$ cat config.mk
export PLATFORM = sky130hd
export DESIGN_NAME = serial_parity_engine_flat
export DESIGN_NICKNAME = d
export VERILOG_FILES = /design/src/rtl/serial_parity_engine_if.sv /design/src/rtl/serial_parity_engine.sv /design/src/flat_wrapper.sv
export SDC_FILE = /design/constraint.sdc
export NUM_CORES = 1
export LEC_CHECK = 0
export CAP_MARGIN = 20
export CORE_AREA = 3 3 40 42
export DETAILED_ROUTE_END_ITERATION = 8
export DIE_AREA = 0 0 43 45
export DONT_BUFFER_PORTS = 1
export PLACE_DENSITY = 0.57
export SLEW_MARGIN = 25
export SYNTH_ARGS = -nofsm -noshare
export SYNTH_HDL_FRONTEND = slang
export SYNTH_SLANG_ARGS = --single-unit
$ cat constraint.sdc
create_clock -name clk -period 2.8 [get_ports clk]
set_input_delay 0.84 -clock clk [delete_from_list [all_inputs] [get_ports clk]]
set_output_delay 0.84 -clock clk [all_outputs]
set_load 0.005 [all_outputs]
$ cat src/rtl/serial_parity_engine_if.sv
// Bus bundle for serial_parity_engine.
//   master: bit source / result consumer (drives data_in, wr_en, odd_sel, abort)
//   slave : the parity engine (drives parity_out, word_valid, busy, err_cnt)
interface serial_parity_engine_if #(
  parameter int LANES = 1,
  parameter int ERR_W = 16
);
  logic [LANES-1:0] data_in;
  logic             wr_en;
  logic             odd_sel;
  logic             abort;
  logic [LANES-1:0] parity_out;
  logic             word_valid;
  logic             busy;
  logic [ERR_W-1:0] err_cnt;

  modport master (
    output data_in, wr_en, odd_sel, abort,
    input  parity_out, word_valid, busy, err_cnt
  );

  modport slave (
    input  data_in, wr_en, odd_sel, abort,
    output parity_out, word_valid, busy, err_cnt
  );
endinterface

$ cat src/rtl/serial_parity_engine.sv
// Multi-lane serial parity generator / checker.
// Each lane accumulates one serial bit per wr_en strobe; DATA_BITS bits form a word.
//   GEN   (CHECK_MODE=0): parity_out = required parity bit per lane.
//   CHECK (CHECK_MODE=1): one trailing received parity bit per lane;
//                         parity_out = per-lane mismatch, err_cnt counts bad words.
// Ports:
//   clk  rising-edge clock
//   rst  synchronous active-high reset
//   bus  slave modport: data_in/wr_en/odd_sel/abort in,
//        parity_out/word_valid/busy/err_cnt out (all registered except busy)

// Per-lane parity accumulator.
module serial_parity_lane (
  input  logic clk,
  input  logic rst,
  input  logic clr_i,   // abort: drop partial word
  input  logic load_i,  // first bit of a word: seed with odd_sel
  input  logic step_i,  // subsequent data bit
  input  logic odd_i,
  input  logic din_i,
  output logic acc_o
);
  logic acc_q;

  always_ff @(posedge clk) begin
    if (rst || clr_i) acc_q <= 1'b0;
    else if (load_i)  acc_q <= odd_i ^ din_i;
    else if (step_i)  acc_q <= acc_q ^ din_i;
  end

  assign acc_o = acc_q;
endmodule

module serial_parity_engine #(
  parameter int DATA_BITS  = 8,
  parameter int LANES      = 1,
  parameter int CHECK_MODE = 0,
  parameter int ERR_W      = 16
) (
  input  logic                   clk,
  input  logic                   rst,
  serial_parity_engine_if.slave  bus
);
  localparam int            CW   = $clog2(DATA_BITS + 1);
  localparam logic [CW-1:0] LAST = CW'(DATA_BITS - 1);

  typedef enum logic [1:0] {S_IDLE = 2'd0, S_DATA = 2'd1, S_PAR = 2'd2} state_e;

  state_e           state_q, state_d;
  logic [CW-1:0]    cnt_q, cnt_d;
  logic [LANES-1:0] acc;
  logic [LANES-1:0] res_q, res_d;
  logic             wv_q, wv_d;
  logic [ERR_W-1:0] err_q, err_d;

  logic take, load, step, fin, busy_w;

  // Abort outranks the strobe: an aborted bit is never accepted.
  assign take = bus.wr_en & ~bus.abort;

  // ---- state register ----
  always_ff @(posedge clk) begin
    if (rst) begin
      state_q <= S_IDLE;
      cnt_q   <= '0;
      res_q   <= '0;
      wv_q    <= 1'b0;
      err_q   <= '0;
    end else begin
      state_q <= state_d;
      cnt_q   <= cnt_d;
      res_q   <= res_d;
      wv_q    <= wv_d;
      err_q   <= err_d;
    end
  end

  // ---- next-state logic ----
  always_comb begin
    state_d = state_q;
    if (bus.abort) begin
      state_d = S_IDLE;
    end else if (bus.wr_en) begin
      case (state_q)
        S_IDLE:  state_d = S_DATA;
        S_DATA:  if (cnt_q == LAST) state_d = (CHECK_MODE != 0) ? S_PAR : S_IDLE;
        S_PAR:   state_d = S_IDLE;
        default: state_d = S_IDLE;
      endcase
    end
  end

  // ---- output / control decode ----
  always_comb begin
    busy_w = (state_q != S_IDLE);
    load   = take && (state_q == S_IDLE);
    step   = take && (state_q == S_DATA);
    // Final accepted bit: last data bit in GEN, the received parity bit in CHECK.
    fin    = take && (((state_q == S_DATA) && (cnt_q == LAST) && (CHECK_MODE == 0)) ||
                      (state_q == S_PAR));
  end

  // ---- datapath next-state ----
  always_comb begin
    cnt_d = cnt_q;
    res_d = res_q;
    wv_d  = 1'b0;
    err_d = err_q;
    if (bus.abort)  cnt_d = '0;
    else if (load)  cnt_d = CW'(1);
    else if (step)  cnt_d = cnt_q + 1'b1;
    if (fin) begin
      // GEN: acc ^ last data bit = parity; CHECK: acc ^ received bit = mismatch.
      res_d = acc ^ bus.data_in;
      wv_d  = 1'b1;
      cnt_d = '0;
      if ((CHECK_MODE != 0) && (|res_d) && !(&err_q)) err_d = err_q + 1'b1;
    end
  end

  for (genvar l = 0; l < LANES; l++) begin : g_lane
    serial_parity_lane u_lane (
      .clk    (clk),
      .rst    (rst),
      .clr_i  (bus.abort),
      .load_i (load),
      .step_i (step),
      .odd_i  (bus.odd_sel),
      .din_i  (bus.data_in[l]),
      .acc_o  (acc[l])
    );
  end

  assign bus.parity_out = res_q;
  assign bus.word_valid = wv_q;
  assign bus.busy       = busy_w;
  assign bus.err_cnt    = err_q;
endmodule
$ cat src/flat_wrapper.sv
// flat-port wrapper written by rule: the top's interface ports become plain ports
module serial_parity_engine_flat 
#(
  parameter int DATA_BITS  = 8,
  parameter int LANES      = 1,
  parameter int CHECK_MODE = 0,
  parameter int ERR_W      = 16
)
  (clk, rst, bus_data_in, bus_wr_en, bus_odd_sel, bus_abort, bus_parity_out, bus_word_valid, bus_busy, bus_err_cnt);
  serial_parity_engine_if #(.LANES(LANES), .ERR_W(ERR_W)) bus_i ();
  input  logic clk;
  input  logic rst;
  input wire logic [$bits(bus_i.data_in)-1:0] bus_data_in;
  input wire logic [$bits(bus_i.wr_en)-1:0] bus_wr_en;
  input wire logic [$bits(bus_i.odd_sel)-1:0] bus_odd_sel;
  input wire logic [$bits(bus_i.abort)-1:0] bus_abort;
  output wire logic [$bits(bus_i.parity_out)-1:0] bus_parity_out;
  output wire logic [$bits(bus_i.word_valid)-1:0] bus_word_valid;
  output wire logic [$bits(bus_i.busy)-1:0] bus_busy;
  output wire logic [$bits(bus_i.err_cnt)-1:0] bus_err_cnt;
  assign bus_i.data_in = bus_data_in;
  assign bus_i.wr_en = bus_wr_en;
  assign bus_i.odd_sel = bus_odd_sel;
  assign bus_i.abort = bus_abort;
  assign bus_parity_out = bus_i.parity_out;
  assign bus_word_valid = bus_i.word_valid;
  assign bus_busy = bus_i.busy;
  assign bus_err_cnt = bus_i.err_cnt;
  serial_parity_engine #(.DATA_BITS(DATA_BITS), .LANES(LANES), .CHECK_MODE(CHECK_MODE), .ERR_W(ERR_W)) u_core (.clk(clk), .rst(rst), .bus(bus_i));
endmodule
==> summary.md, run 1 <==
| Metric | Value |
|---|---|
| Antenna Violating Nets Remaining | 0 |
| Height of the die | 45 um |
| Remaining routing DRC violations | 0 |
| Pin count of the biggest net entering global routing | 11 |
| Critical Path Fanout Max | 10 |
| Most frequent standard cell in the layout excluding fill and tap cells | conb_1 |
| TritonCTS clock tree | done |
| Clock buffer depth | 2 |
| Final WL | just over 900 um |
| Area Overhead vs Synth | -6.16% |
| Share of the cycle needed by the critical path after routing | 58.3% |
| Number of search-and-repair iterations in the first detailed-routing pass | 2 |
| Mux contribution to synthesized area | 0% |
| Number of enable flip-flop cells after synthesis | 0 |
| Unrepaired setup endpoints after global routing | no |
| Number of antenna violations at the first check in global routing | 0 |
| CTS clk-pin slew, worst paths | 0.05 ns |
| Post-synthesis instance area | 528 um2 |
| Post-cts sizing count | 0 |
| Total CTS buffers | 3 |
| Nature of the critical path startpoint | flop |
| Post-route non-filler standard cell count | between 70 and 80 |
| Half-perimeter wire length after placement | 698 um |
| Horizontal extent of the die | 43 um |
| Number of buffers inserted by hold repair at cts | 0 |
| Syn_area_per_cell | approximately 8.3 um2 |
| Power density over the cells | 452 nW/um2 |
| Count of state elements after synthesis | 8 |
| Wire per inst | 11.6 um |
| Count of final max-slew check failures | 0 |
| Setup bufs post-CTS | 0 |
| Primary flip-flop cell chosen by synthesis mapping | dfxtp_1 |
| Highest-count cells in the layout ignoring fill and taps | conb_1 (16), dfxtp_1 (8), nand2_1 (4), nor2_1 (4) |
| Maximum vdd drop | around 0.25 mV |
| DP Cell Count | 76 |
| Design Power | 0.224 mW |
| DR vias/cell | 4.78 |
| Number of violations of the max-capacitance limit | 0 |
| Async SR Flop Fraction | 0% |
| Insertion delay of the later-clocked pin in the worst-skew pair | around 0.25 ns |
| Sequential-to-total area share from yosys stat | 30.3% |
| Buffers added on ports | 0 |
| Simple-gate portion of the synthesized area | 28.0% |
| Effective utilization at floorplan | 41.1% |
| Site Rows | 13 |
| Endpoints failing hold | 0 |
| Worst endpoint required time | 1.96 ns |
| Number of clock sinks | 8 |
| Worst clock skew | 0.00541 ns |
| Iteration-0 DRC count of the detailed router | 14 |
| Post-Route Setup TNS | 0 ns |
| Path class of the lowest-slack min-delay path | reg -> reg |
| XOR/XNOR Fraction of Synth Area | 3.32% |
| RePlAce Congestion | 0.751 |
| Count of distinct cell types in the synthesized netlist | 24 |
| Wire length of the first global-routing pass | around 1400 um |
| Final net count | 73 |
| Sum of overflow across all layers after global routing | 0 |
| DIE AREA | 1940 um2 |
| Number of instances in the synthesized netlist | 64 |
| Combinational family with the most area after synthesis | simple AND/OR/NAND/NOR gates |
| Number of antenna repair diodes | 0 |
| Compound-Gate Fraction of Synth Area | under 10% |
| Number of top-level pins | 25 |
| Min cycle time layout | 1.63 ns |
| CTS H-tree depth | 1 |
| Number of global-route vias before repair | roughly 300 |
| Number of failing setup endpoints in the final timing report | 0 |
| Fraction of layout instances using a drive strength above 1 | 7.81% |
| Maximum clock frequency | 613 MHz |
| Status | finished clean |
| Leakage power | 0.191 nW |
| Worst setup EP type | output port |
| Classification of the worst setup path | reg -> out |
| Total Routing Usage GR | 10.2% |
| Total via count after detailed routing | roughly 380 |
| Yosys Warn Count | 0 |
| Clock tree root driver cell | clkbuf_4 |
| CP arrival | 0.79 ns |
| Synth Area in Adders | roughly 2.4% |
| Area inside the core boundary | 1280 um2 |
==> flip-flops by register name, summed over array words and instances (netlist names) <==
name and flops:
u_core.g_lane.u_lane.acc_o 1, u_core.bus.parity_out 1, u_core.cnt_q 4, u_core.bus.word_valid 1
u_core.state_q 1
==> path summary, 6_finish.rpt <==
| path | slack, ns | start | end | cells after the start |
|---|---|---|---|---|
| hold reg to reg | 0.47 | u_core.bus.parity_out | u_core.bus.parity_out | 2 |
| setup reg to reg | 1.42 | u_core.state_q[0] | u_core.bus.parity_out | 3 |
| hold / removal | 0.47 | u_core.bus.parity_out | u_core.bus.parity_out | 2 |
| setup / recovery | 1.17 | u_core.state_q[0] | bus_busy | 0 |
==> cell type report <==
cell class	count	area, um2
fill	146	790
multi-input combinational	52	290
sequential	8	160
clock buffer	3	22.5
tap	15	18.8
inverter	1	3.75
==> report_power, final <==
part           internal, mW  leakage, nW  total [mW]  switching (mW)
Sequential            0.116       0.0647       0.119         0.00303
Combinational       0.00667        0.113      0.0175          0.0109
Clock                0.0490       0.0138      0.0876          0.0385
==> cell usage after synthesis, types with 2 or more instances <==
master	n	area share, %
nor2b_1	3	3.6
or3_1	3	3.6
nand2_1	4	2.8
nand4b_1	2	3.3
a21oi_1	2	1.9
nor4_1	2	2.4
buf_4	16	23
nor2_1	4	2.8
buf_2	2	1.9
nand3_1	3	2.8
dfxtp_1	8	30
o21ai_0	3	2.8
==> cell families (layout without fill, tap and decap cells) <==
logic type | count (synthesis) | count (layout)
fa+ha+maj | 1 | 1
other cells | 1 | 16
flops | 8 | 8
buf+inv | 19 | 4
compound gates | 9 | 9
xor+xnor | 2 | 2
simple gates | 24 | 24
==> through the flow <==
stage / util, % / hold slack, ns / cell area, um2 / setup slack [ns]
after CTS: 38.6 / 0.478 / 495 / 1.16
final: 38.6 / 0.473 / 495 / 1.17
after global placement: 36.8 / 0.462 / 473 / 1.17
after floorplan: - / 0.442 / 584 / 1.02
after detailed placement: 36.8 / 0.470 / 473 / 1.14
after global routing: 38.6 / 0.489 / 495 / 1.11
==> layer usage <==
metal,global-route usage [%],up-vias,wire (um)
met4,3.61,0,8
li1,-,190,-
met5,0,-,0
met1,12.5,166,409
met2,14.1,20,355
met3,7.17,2,141
Note: power is estimated with default switching activity, not from simulation.
==> run 2, diff against run 1 <==
PLACE_DENSITY = 0.59   (was 0.57)
clock period = 1.5 ns   (was 2.8 ns; I/O delays follow)
==> summary.md, run 2 (synthesized netlist as in run 1, its figures left out) <==
| Metric | Value |
|---|---|
| Status | finished clean |
| Post-Route Setup TNS | 0 ns (unchanged) |
| Share of power burned in registers | 51.6% (-1.4 points) |
| Number of global-route vias before repair | 307 (+3.4%) |
| RePlAce Congestion | 0.727 (-3.1%) |
| Area Overhead vs Synth | -4.74% |
| Critical Path Fanout Max | 4 (-6) |
| Ordered list of cells on the worst path | ha_1, nand2_1, or3_1, a211oi_1 |
| Cell internal pwr | 0.322 mW (+88%) |
| CP max stage delay | 0.37 ns |
| CTS H-tree depth | 1 (unchanged) |
| Worst clock skew | 0.00493 ns (-0.000479 ns) |
| Min cycle time layout | 1.28 ns |
| Endpoints failing hold | 0 (unchanged) |
| Slack of the worst reg-to-reg path | 0.22 ns (-1.20 ns) |
| Buffers added on ports | 0 (unchanged) |
| Horizontal extent of the die | 43 um (unchanged) |
| Sum of overflow across all layers after global routing | 0 (unchanged) |
| DR vias/cell | 4.75 (-0.73%) |
| Largest register FFs | 4 (unchanged) |
| Total Routing Usage GR | 10.2% (-0.034 points) |
| Worst endpoint required time | 1.68 ns (-0.28 ns) |
| Most frequent standard cell in the layout excluding fill and tap cells | conb_1 |
| Nature of the critical path startpoint | flop |
| Remaining routing DRC violations | 0 (unchanged) |
| Site Rows | 13 (unchanged) |
| Classification of the worst setup path | reg -> reg |
| Largest register by flop count | u_core.cnt_q |
| Leakage power | 0.196 nW (+2.8%) |
| Final net count | 74 (+1.4%) |
| Final core utilization | 39.1% (+0.58 points) |
| Unrepaired setup endpoints after global routing | no |
| Number of top-level pins | 25 (unchanged) |
| CP arrival | 1.46 ns (+0.67 ns) |
| Post-route non-filler standard cell count | 80 (+1.3%) |
| Total via count after detailed routing | 380 (+0.53%) |
| Worst path bufs/invs | 0 |
| Maximum vdd drop | 0.332 mV (+32%) |
| Setup bufs post-CTS | 0 (unchanged) |
| Count of final max-slew check failures | 0 (unchanged) |
| Wire per inst | 11.3 um (-2.2%) |
| Switching share of total power | 24.4% (+0.95 points) |
| Number of violations of the max-capacitance limit | 0 (unchanged) |
| Share of the cycle needed by the critical path after routing | 85.1% |
| Effective utilization at floorplan | 41.1% (unchanged) |
| Number of antenna repair diodes | 0 (unchanged) |
| Combinational cell fraction of total power | 8.4% (+0.6 points) |
| Pin count of the biggest net entering global routing | 11 (unchanged) |
| CTS clk-pin slew, worst paths | 0.06 ns (about the same) |
| Total CTS buffers | 3 (unchanged) |
| Number of antenna violations at the first check in global routing | 0 (unchanged) |
| DP Cell Count | 77 (+1.3%) |
| Post-cts sizing count | 0 (unchanged) |
| TritonCTS clock tree | done |
| Highest-count cells in the layout ignoring fill and taps | conb_1 (16), dfxtp_1 (8), nand2_1 (4), nor2_1 (4) |
| Clock buffer depth | 2 (unchanged) |
| Number of failing setup endpoints in the final timing report | 0 (unchanged) |
| Clock Power Share | 39.9% (+0.8 points) |
| Number of buffers inserted by hold repair at cts | 0 (unchanged) |
| Final WL | 905 um (-0.98%) |
| Design Power | 0.425 mW (+90%) |
| Category of cells accounting for the largest share of critical-path delay | simple AND/OR/NAND/NOR gates |
| Power density over the cells | 845 nW/um2 (+87%) |
| Iteration-0 DRC count of the detailed router | 4 (-10) |
| Worst setup EP type | flop |
| Clock tree root driver cell | clkbuf_4 |
| Power spent charging and discharging nets | 0.104 mW (+98%) |
| Height of the die | 45 um (unchanged) |
| Maximum clock frequency | 783 MHz |
| Number of clock sinks | 8 (unchanged) |
| Insertion delay of the later-clocked pin in the worst-skew pair | 0.26 ns (about the same) |
| Antenna Violating Nets Remaining | 0 (unchanged) |
| Wire length of the first global-routing pass | 1320 um (-5.0%) |
| DIE AREA | 1940 um2 (unchanged) |
| Fraction of layout instances using a drive strength above 1 | 9.23% (+1.4 points) |
| Slowest cell on the critical path | dfxtp_1 |
| Number of search-and-repair iterations in the first detailed-routing pass | 4 (+2) |
| Path class of the lowest-slack min-delay path | in -> reg |
| Area inside the core boundary | 1280 um2 (unchanged) |
-- run 2: stage by stage --
| step | setup WS [ns] | area, um2 | hold WS (ns) |
|---|---|---|---|
| 2_1_floorplan | 0.106 | 584 | 0.442 |
| 3_3_place_gp | 0.233 | 480 | 0.456 |
| 3_5_place_dp | 0.233 | 480 | 0.458 |
| 4_1_cts | 0.223 | 503 | 0.242 |
| 5_1_grt | 0.101 | 503 | 0.248 |
| 6_report | 0.223 | 503 | 0.252 |
-- run 2: worst paths after layout --
| check | depth (start not counted) | endpoint | start |
|---|---|---|---|
| setup / recovery | 4 | u_core.bus.parity_out | u_core.cnt_q[0] |
| hold / removal | 1 | u_core.bus.parity_out | rst |
| setup reg to reg | 4 | u_core.bus.parity_out | u_core.cnt_q[0] |
| hold reg to reg | 2 | u_core.bus.parity_out | u_core.bus.parity_out |
-- run 2: power groups by stage --
stage	sequential [mW]	combinational, mW	clock, mW
2_1_floorplan	0.222	0.0645	0
3_3_place_gp	0.224	0.0351	0
3_5_place_dp	0.224	0.0349	0
4_1_cts	0.219	0.0350	0.180
5_1_grt	0.220	0.0409	0.187
6_report	0.219	0.0359	0.170
-- run 2: per-layer routing --
metal	up-vias	wire, um	track usage, %
met5	-	0	0
met1	163	375	9.44
met3	5	99	6.37
li1	191	-	-
met4	0	37	9.04
met2	21	393	15.6
-- run 2: layout make-up --
| cell class | instances | area [um2] |
|---|---|---|
| Sequential cell | 8 | 160 |
| Fill cell | 146 | 782 |
| Inverter | 1 | 3.75 |
| Timing Repair Buffer | 1 | 7.51 |
| Clock buffer | 3 | 22.5 |
| Tap cell | 15 | 18.8 |
| Multi-Input combinational cell | 52 | 290 |
-- run 2: worst reg2reg max path, stage by stage (launching register included) --
cell      delay [ns]
dfxtp_1         0.37
ha_1            0.20
nand2_1         0.11
or3_1           0.32
a211oi_1        0.21
